==> config.mk <==
export PLATFORM = sky130hd
export DESIGN_NAME = mdu_iter
export DESIGN_NICKNAME = d
export VERILOG_FILES = /design/src/rtl/mdu_iter.sv
export SDC_FILE = /design/constraint.sdc
export NUM_CORES = 1
export LEC_CHECK = 0
export ABC_AREA = 1
export ABC_CLOCK_PERIOD_IN_PS = 7500
export BUFFER_PORTS_ARGS = -buffer_cell sky130_fd_sc_hd__buf_2
export CORE_ASPECT_RATIO = 2
export CORE_MARGIN = 3
export CORE_UTILIZATION = 55
export CTS_CLUSTER_SIZE = 10
export DETAILED_ROUTE_END_ITERATION = 8
export GPL_TIMING_DRIVEN = 1
export HOLD_SLACK_MARGIN = 0.1
export PLACE_DENSITY_LB_ADDON = 0.2
export SLEW_MARGIN = 20
export SYNTH_ARGS = -nofsm -noshare
export SYNTH_HDL_FRONTEND = slang
export SYNTH_SLANG_ARGS = --single-unit
==> constraint.sdc <==
create_clock -name clk_i -period 7.5 [get_ports clk_i]
set_input_delay 0.75 -clock clk_i [delete_from_list [all_inputs] [get_ports clk_i]]
set_output_delay 0.75 -clock clk_i [all_outputs]
set_load 0.02 [all_outputs]
==> src/rtl/mdu_iter.sv <==
// Iterative RV32M multiply/divide unit for the EX stage: radix-2 shift-add multiply
// and restoring divide, one iteration per cycle, holding the pipeline while busy.
module mdu_iter #(
  parameter int XLEN = 32
) (
  input  logic            clk_i,
  input  logic            rst_i,
  input  logic            start_i,
  input  logic [2:0]      op_i,
  input  logic [XLEN-1:0] op_a_i,
  input  logic [XLEN-1:0] op_b_i,
  input  logic            flush_i,
  output logic            stall_o,
  output logic            busy_o,
  output logic            done_o,
  output logic [XLEN-1:0] result_o
);

  typedef enum logic [1:0] {IDLE, CALC, DONE} state_t;

  localparam logic [XLEN-1:0] MIN_NEG = {1'b1, {(XLEN-1){1'b0}}};

  state_t              state;
  logic [5:0]          cnt;
  logic [2:0]          op_q;
  logic                neg_q;
  logic [XLEN-1:0]     opnd_q;
  logic [2*XLEN-1:0]   acc;

  logic                is_div_in, a_sgn, b_sgn, a_neg, b_neg, neg_in;
  logic                div_zero, div_ovf;
  logic [XLEN-1:0]     mag_a, mag_b, special_res;

  logic [XLEN:0]       mul_sum;
  logic                div_ge;
  logic [XLEN-1:0]     div_diff;
  logic [2*XLEN-1:0]   acc_next, prod;
  logic [XLEN-1:0]     quo, rem, final_res;

  // Operand signedness, magnitudes and the divide corner cases, evaluated at acceptance.
  always_comb begin
    is_div_in = op_i[2];
    a_sgn     = is_div_in ? !op_i[0] : (op_i[1:0] != 2'b11);
    b_sgn     = is_div_in ? !op_i[0] : !op_i[1];
    a_neg     = a_sgn & op_a_i[XLEN-1];
    b_neg     = b_sgn & op_b_i[XLEN-1];
    mag_a     = a_neg ? -op_a_i : op_a_i;
    mag_b     = b_neg ? -op_b_i : op_b_i;
    neg_in    = (is_div_in && op_i[1]) ? a_neg : (a_neg ^ b_neg);
    div_zero  = is_div_in && (op_b_i == '0);
    div_ovf   = is_div_in && !op_i[0] && (op_a_i == MIN_NEG) && (op_b_i == '1);
    if (div_zero)
      special_res = op_i[1] ? op_a_i : '1;
    else
      special_res = op_i[1] ? '0 : MIN_NEG;
  end

  // Multiply keeps {partial, multiplier} in acc; divide keeps {remainder, dividend/quotient}.
  always_comb begin
    mul_sum  = {1'b0, acc[2*XLEN-1:XLEN]} + (acc[0] ? {1'b0, opnd_q} : '0);
    div_ge   = acc[2*XLEN-1:XLEN-1] >= {1'b0, opnd_q};
    div_diff = XLEN'(acc[2*XLEN-1:XLEN-1] - {1'b0, opnd_q});
    if (op_q[2])
      acc_next = div_ge ? {div_diff, acc[XLEN-2:0], 1'b1} : {acc[2*XLEN-2:0], 1'b0};
    else
      acc_next = {mul_sum, acc[XLEN-1:1]};
    prod = neg_q ? -acc_next : acc_next;
    quo  = acc_next[XLEN-1:0];
    rem  = acc_next[2*XLEN-1:XLEN];
    if (!op_q[2])
      final_res = (op_q[1:0] == 2'b00) ? prod[XLEN-1:0] : prod[2*XLEN-1:XLEN];
    else if (op_q[1])
      final_res = neg_q ? -rem : rem;
    else
      final_res = neg_q ? -quo : quo;
  end

  always_ff @(posedge clk_i or posedge rst_i) begin
    if (rst_i) begin
      state    <= IDLE;
      cnt      <= '0;
      op_q     <= '0;
      neg_q    <= 1'b0;
      opnd_q   <= '0;
      acc      <= '0;
      result_o <= '0;
      done_o   <= 1'b0;
    end else begin
      done_o <= 1'b0;
      if (flush_i) begin
        state <= IDLE;
      end else begin
        case (state)
          IDLE: begin
            if (start_i) begin
              op_q  <= op_i;
              neg_q <= neg_in;
              cnt   <= '0;
              if (div_zero || div_ovf) begin
                result_o <= special_res;
                done_o   <= 1'b1;
                state    <= DONE;
              end else begin
                opnd_q <= is_div_in ? mag_b : mag_a;
                acc    <= {{XLEN{1'b0}}, (is_div_in ? mag_a : mag_b)};
                state  <= CALC;
              end
            end
          end
          CALC: begin
            acc <= acc_next;
            cnt <= cnt + 6'd1;
            if (cnt == 6'(XLEN-1)) begin
              result_o <= final_res;
              done_o   <= 1'b1;
              state    <= DONE;
            end
          end
          DONE:    state <= IDLE;
          default: state <= IDLE;
        endcase
      end
    end
  end

  // DONE deliberately drops the stall so the instruction leaves EX with its result.
  assign busy_o  = (state == CALC);
  assign stall_o = ((state == IDLE) && start_i && !flush_i) || (state == CALC);

endmodule

==> run summary, run 1 <==
• **run status** aborted with a tool error
• **stopping stage** global routing
• **tool error message** [ERROR GRT-0116] Global routing finished with congestion. Check the congestion regions in the DRC Viewer.
• **clock sinks** 141
• **library cell occupying the most area in the post-synthesis netlist** sky130_fd_sc_hd__dfrtp_1
• **Chip Width** 132 µm
• **number of standard-cell rows in the floorplan** 92
• **post-synthesis instance area** 17600 µm²
• **number of standard cells after synthesis** 3051
• **number of synthesized register bits** 141
• **gp weighted congestion** 1.20
• **GR Overflow Total** 3
• **total instance count after detailed placement** 3489
• **Synth Area in XOR/XNOR** 0.0558
• **area share of the largest cell type after synthesis** 0.201
• **compound-cell area share of the yosys netlist** 0.177
• **count of pins on the block boundary** 106
• **vias in the first global route** 22646
• **estimated wirelength of the detail-placed design** 70600 µm
• **number of clock buffers inserted by TritonCTS** 17
• **root buffer cell** sky130_fd_sc_hd__clkbuf_16
• **CTS max path bufs** 2
• **count of buffers from port buffering** 105
• **die outline height** 259 µm
• **sequential area share after synthesis** 0.201
• **Post-CTS Hold Fix Bufs** 0
• **main combinational cell family by area after synthesis** simple AND/OR/NAND/NOR gates
• **largest net degree at the start of global routing** 80
• **H-Tree Level Count** 4
• **synth top area cells** sky130_fd_sc_hd__dfrtp_1 20%, sky130_fd_sc_hd__nand2_1 19%, sky130_fd_sc_hd__inv_1 9.1%
• **Post-CTS Setup Repair Bufs** 0
• **Post-Synthesis Mean Instance Area** 5.76 µm²
• **number of instances resized during post-cts repair** 0
• **starting density of the core** 0.557
• **number of distinct library cell variants in the gate-level netlist after synthesis** 59
• **synthesized-area fraction occupied by and/or/nand/nor cells** 0.393
• **Synthesis Warnings** 0
• **adder-cell area share of the yosys netlist** 0.0521
• **fraction of synthesized area in multiplexers** 0
• **global-route wire length before repair** 142000 µm
• **Post-Synthesis Net Count** 3194
• **gr usage total** 0.547
[cells in the mapped netlist (all sizes together)]
cell type	instances
dfrtp	141
nand4	43
nand3	269
nor2	317
o21a	5
o221ai	1
o21bai	10
nor4	14
or3	1
a22o	1
or2	10
a21boi	5
o211ai	44
o31ai	5
a31o	1
o41ai	1
o22ai	18
nand3b	4
o21ai	273
a21o	2
nand2	915
inv	434
a31oi	7
ha	70
a221oi	1
a2bb2oi	1
xor2	88
nor3	37
and3	2
clkbuf	68
a22oi	7
a32o	1
a21oi	177
buf	46
xnor2	24
and2	4
fa	2
clkinv	2
[layer usage]
layer,GRT overflow,track usage
met4,1,0.636
met2,2,0.852
met5,0,0.0117
met3,0,0.193
met1,0,0.515
[metrics by stage]
step	hold slack (ns)	setup WS (ns)	instance area [µm²]
after global placement	0.459	2.28	18300
after CTS	0.467	2.32	18900
after floorplan	0.468	2.97	17600
after detailed placement	0.462	2.33	18300
[cells by family after synthesis]
group                    after synthesis
AND/OR/NAND/NOR                     1616
AO/OA/AOI/OAI                        560
buffers and inverters                550
flip-flops                           141
XOR/XNOR                             112
adder cells (fa/ha/maj)               72
==> run 2, diff against run 1 <==
Settings changed: CORE_ASPECT_RATIO 2 to unset, CORE_UTILIZATION 55 to 40, CTS_CLUSTER_SIZE 10 to unset, HOLD_SLACK_MARGIN 0.1 to unset, PLACE_DENSITY_LB_ADDON 0.2 to 0.15.
==> run 2 against run 1 <==
Compared with the run above: the flow now finishes without violations; synthesized area is the same; synthesized cell count is the same.
==> run summary, run 2 <==
• **Regs by FF count** acc (64), opnd_q (32), result_o (32)
• **Detailed Route WL** 87000 µm
• **DRT antenna net count** 0
• **vias in the first global route** 19725
• **Worst IR Drop VDD** 0.000197 V
• **Clock transition at path regs** 0.07 ns
• **Post-Synthesis Net Count** 3194, unchanged
• **commonest cells after routing, fill and taps aside** 895 x sky130_fd_sc_hd__nand2_1, 423 x sky130_fd_sc_hd__inv_1, 290 x sky130_fd_sc_hd__nor2_1
• **count of buffers from port buffering** 105, unchanged
• **Max transition margin** 0.268
• **type of element capturing the critical path** flop
• **initial antenna violation count** 1
• **number of synthesized register bits** 141, unchanged
• **sequential area share after synthesis** 0.201, unchanged
• **Setup violations, final** 0
• **Chip Width** 216 µm, +63%
• **most frequent standard cell in the layout excluding fill and tap cells** sky130_fd_sc_hd__nand2_1
• **starting density of the core** 0.406, -0.151
• **TritonCTS clock tree** built
• **Post-CTS Hold Fix Bufs** 0, unchanged
• **root buffer cell** sky130_fd_sc_hd__clkbuf_16
• **kind of path behind the tightest hold check** input port to async pin
• **arrival time of the worst setup path** 5.63 ns
• **Final Cycle Share** 0.702
• **average wire per cell in the routed design** 23.6 µm
• **synth top area cells** sky130_fd_sc_hd__dfrtp_1 20%, sky130_fd_sc_hd__nand2_1 19%, sky130_fd_sc_hd__inv_1 9.1%
• **Post-synth top cells** 895 x sky130_fd_sc_hd__nand2_1, 425 x sky130_fd_sc_hd__inv_1, 293 x sky130_fd_sc_hd__nor2_1
• **die outline height** 216 µm, -17%
• **Final nets** 3232
• **detailed-routing iteration count for the pre-antenna-repair pass** 6
• **number of standard-cell rows in the floorplan** 76, -17%
• **highest clock frequency the design can meet** 190 MHz
• **CTS max path bufs** 2, unchanged
• **number of instances resized during post-cts repair** 0, unchanged
• **predominant post-synthesis flop cell** sky130_fd_sc_hd__dfrtp_1
• **largest net degree at the start of global routing** 84
• **number of pins exceeding their max-slew limit in the final report** 0
• **global-route wire length before repair** 127000 µm
• **Synthesis Warnings** 0, unchanged
• **synth-to-layout area growth** 9.07%
• **clock period minus final worst setup slack** 5.26 ns
• **maxcap violations** 0
• **fraction of layout instances using a drive strength above 1** 0.0845
• **skew final** 0.0163 ns
• **Filler Cell Count** 4842
• **Die Footprint** 46500 µm²
• **sort of element at the start of the critical path** input port
• **post-synthesis instance area** 17600 µm², unchanged
• **critical register-to-register path startpoint** acc[0]
• **proportion of register bits with asynchronous set or reset after synthesis** 1.00, unchanged
• **first element of the critical path** op_a_i[1]
• **number of antenna cells inserted** 0
• **pwr/cell area** 421 nW/µm²
• **standby leakage power** 9.98 nW
• **CP Class** input port to flop
• **total number of vias** 20965
• **worst reg2reg setup slack** 2.38 ns
• **Post-CTS Setup Repair Bufs** 0, unchanged
• **clock sinks** 141, unchanged
• **Post-synth EDFFs** 0, unchanged
• **worst slew pin tran** 1.09 ns
• **number of distinct library cell variants in the gate-level netlist after synthesis** 59, unchanged
• **area share of the largest cell type after synthesis** 0.201, unchanged
• **gr usage total** 0.367
• **Data required, critical path** 7.87 ns
• **setup total negative slack** 0 ns
• **top fanout value on the critical path** 48
• **estimated wirelength of the detail-placed design** 69800 µm, -1.1%
• **count of final hold-check violations** 0
• **Worst-Skew Late Latency** 0.50 ns
• **count of pins on the block boundary** 106, unchanged
• **drt initial violations** 2389
• **destination of the worst register-to-register timing path** result_o[31]
• **register with the most flip-flops** acc
• **run status** finished clean
• **flip-flop count of the largest register after layout** 64
• **number of clock buffers inserted by TritonCTS** 17, unchanged
• **number of standard cells after synthesis** 3051, unchanged
• **total instance count after detailed placement** 3655, +4.8%
• **gp weighted congestion** 1.03, -14%
• **minimum setup slack in the final design** 2.24 ns
• **GR Overflow Total** 0
• **area of the core region** 43300 µm²
• **unrepaired setup endpoints after global routing** no
• **Setup WS pre-CTS** 1.79 ns, -0.534 ns
• **number of cells on the worst reg-to-reg path** 27
• **library cell occupying the most area in the post-synthesis netlist** sky130_fd_sc_hd__dfrtp_1
• **H-Tree Level Count** 4, unchanged
• **capture point of the critical path** acc[6]
• **final routed DRC violation total** 0
• **vias per cell** 5.69
• **non-filler instance count after layout** 3687
• **most common cell in the netlist** sky130_fd_sc_hd__nand2_1
• **Post-Synthesis Mean Instance Area** 5.76 µm², unchanged
run 2: cell counts after synthesis:
No cell type changed its count.
run 2: per-layer routing:
| metal | routed length (µm) | global-route usage |
|---|---|---|
| met1 | 34800 | 0.462 |
| met2 | 39600 | 0.598 |
| met3 | 6420 | 0.0448 |
| met4 | 6250 | 0.230 |
| met5 | 0 | 0 |
run 2: logic make-up (layout without fill, tap and decap cells):
family | count (synthesis) | count (layout) | share of synthesized area
simple gates | 1616 | 1616 | 0.393
flops | 141 | 141 | 0.201
compound gates | 560 | 560 | 0.177
buf+inv | 550 | 601 | 0.122
xor+xnor | 112 | 112 | 0.0558
fa+ha+maj | 72 | 72 | 0.0521
run 2: worst max-delay path: stages:
cell                       delay, ns
sky130_fd_sc_hd__buf_2          0.10
sky130_fd_sc_hd__inv_1          0.14
sky130_fd_sc_hd__ha_1           0.20
sky130_fd_sc_hd__nand2_1        0.08
sky130_fd_sc_hd__nor3_1         0.20
sky130_fd_sc_hd__inv_1          0.06
sky130_fd_sc_hd__nor2_1         0.18
sky130_fd_sc_hd__nand3_1        0.17
sky130_fd_sc_hd__or3_1          0.36
sky130_fd_sc_hd__nor4_1         0.74
sky130_fd_sc_hd__nand4_1        0.54
sky130_fd_sc_hd__nand2_1        0.31
sky130_fd_sc_hd__nand2_1        0.07
sky130_fd_sc_hd__nand2_1        0.09
sky130_fd_sc_hd__buf_4          0.51
sky130_fd_sc_hd__inv_1          0.40
sky130_fd_sc_hd__buf_4          0.37
sky130_fd_sc_hd__o211ai_1       0.14
sky130_fd_sc_hd__o21ai_0        0.11
run 2: report_power, final:
part,leakage [nW],switching [W],internal [W]
logic,7.91,0.00421,0.00160
registers,1.78,0.000321,0.00102
clock network,0.293,0.000418,0.000514
total,9.98,0.00495,0.00313
run 2: metrics by stage:
stage,power (W),util,cell area (µm²),hold slack [ns]
finish,0.00808,0.443,19200,0.403
detailed placement,0.00699,0.429,18600,0.461
global placement,0.00700,0.429,18600,0.461
floorplan,0.00499,-,17600,0.468
global route,0.00862,0.443,19200,0.472
CTS,0.00794,0.443,19200,0.471
run 2: worst min path at each step:
stage          depth (start not counted)  slack [ns]            to          from
2_1_floorplan                          1        0.47        cnt[4]        cnt[4]
3_3_place_gp                           2        0.46  result_o[29]  result_o[29]
3_5_place_dp                           2        0.46  result_o[15]  result_o[15]
4_1_cts                                2        0.47       acc[12]         rst_i
5_1_grt                                2        0.47       acc[12]         rst_i
6_report                               2        0.40       acc[12]         rst_i
run 2: layout make-up:
type	instances	area, µm²	share of cell area
multi-input combinational	2360	11900	0.622
sequential	141	3530	0.184
inverter	436	1640	0.0856
timing repair buffer	133	736	0.0384
tap	585	732	0.0382
clock buffer	19	453	0.0236
clock inverter	13	153	0.00796
Power figures use the tool's default switching activity.
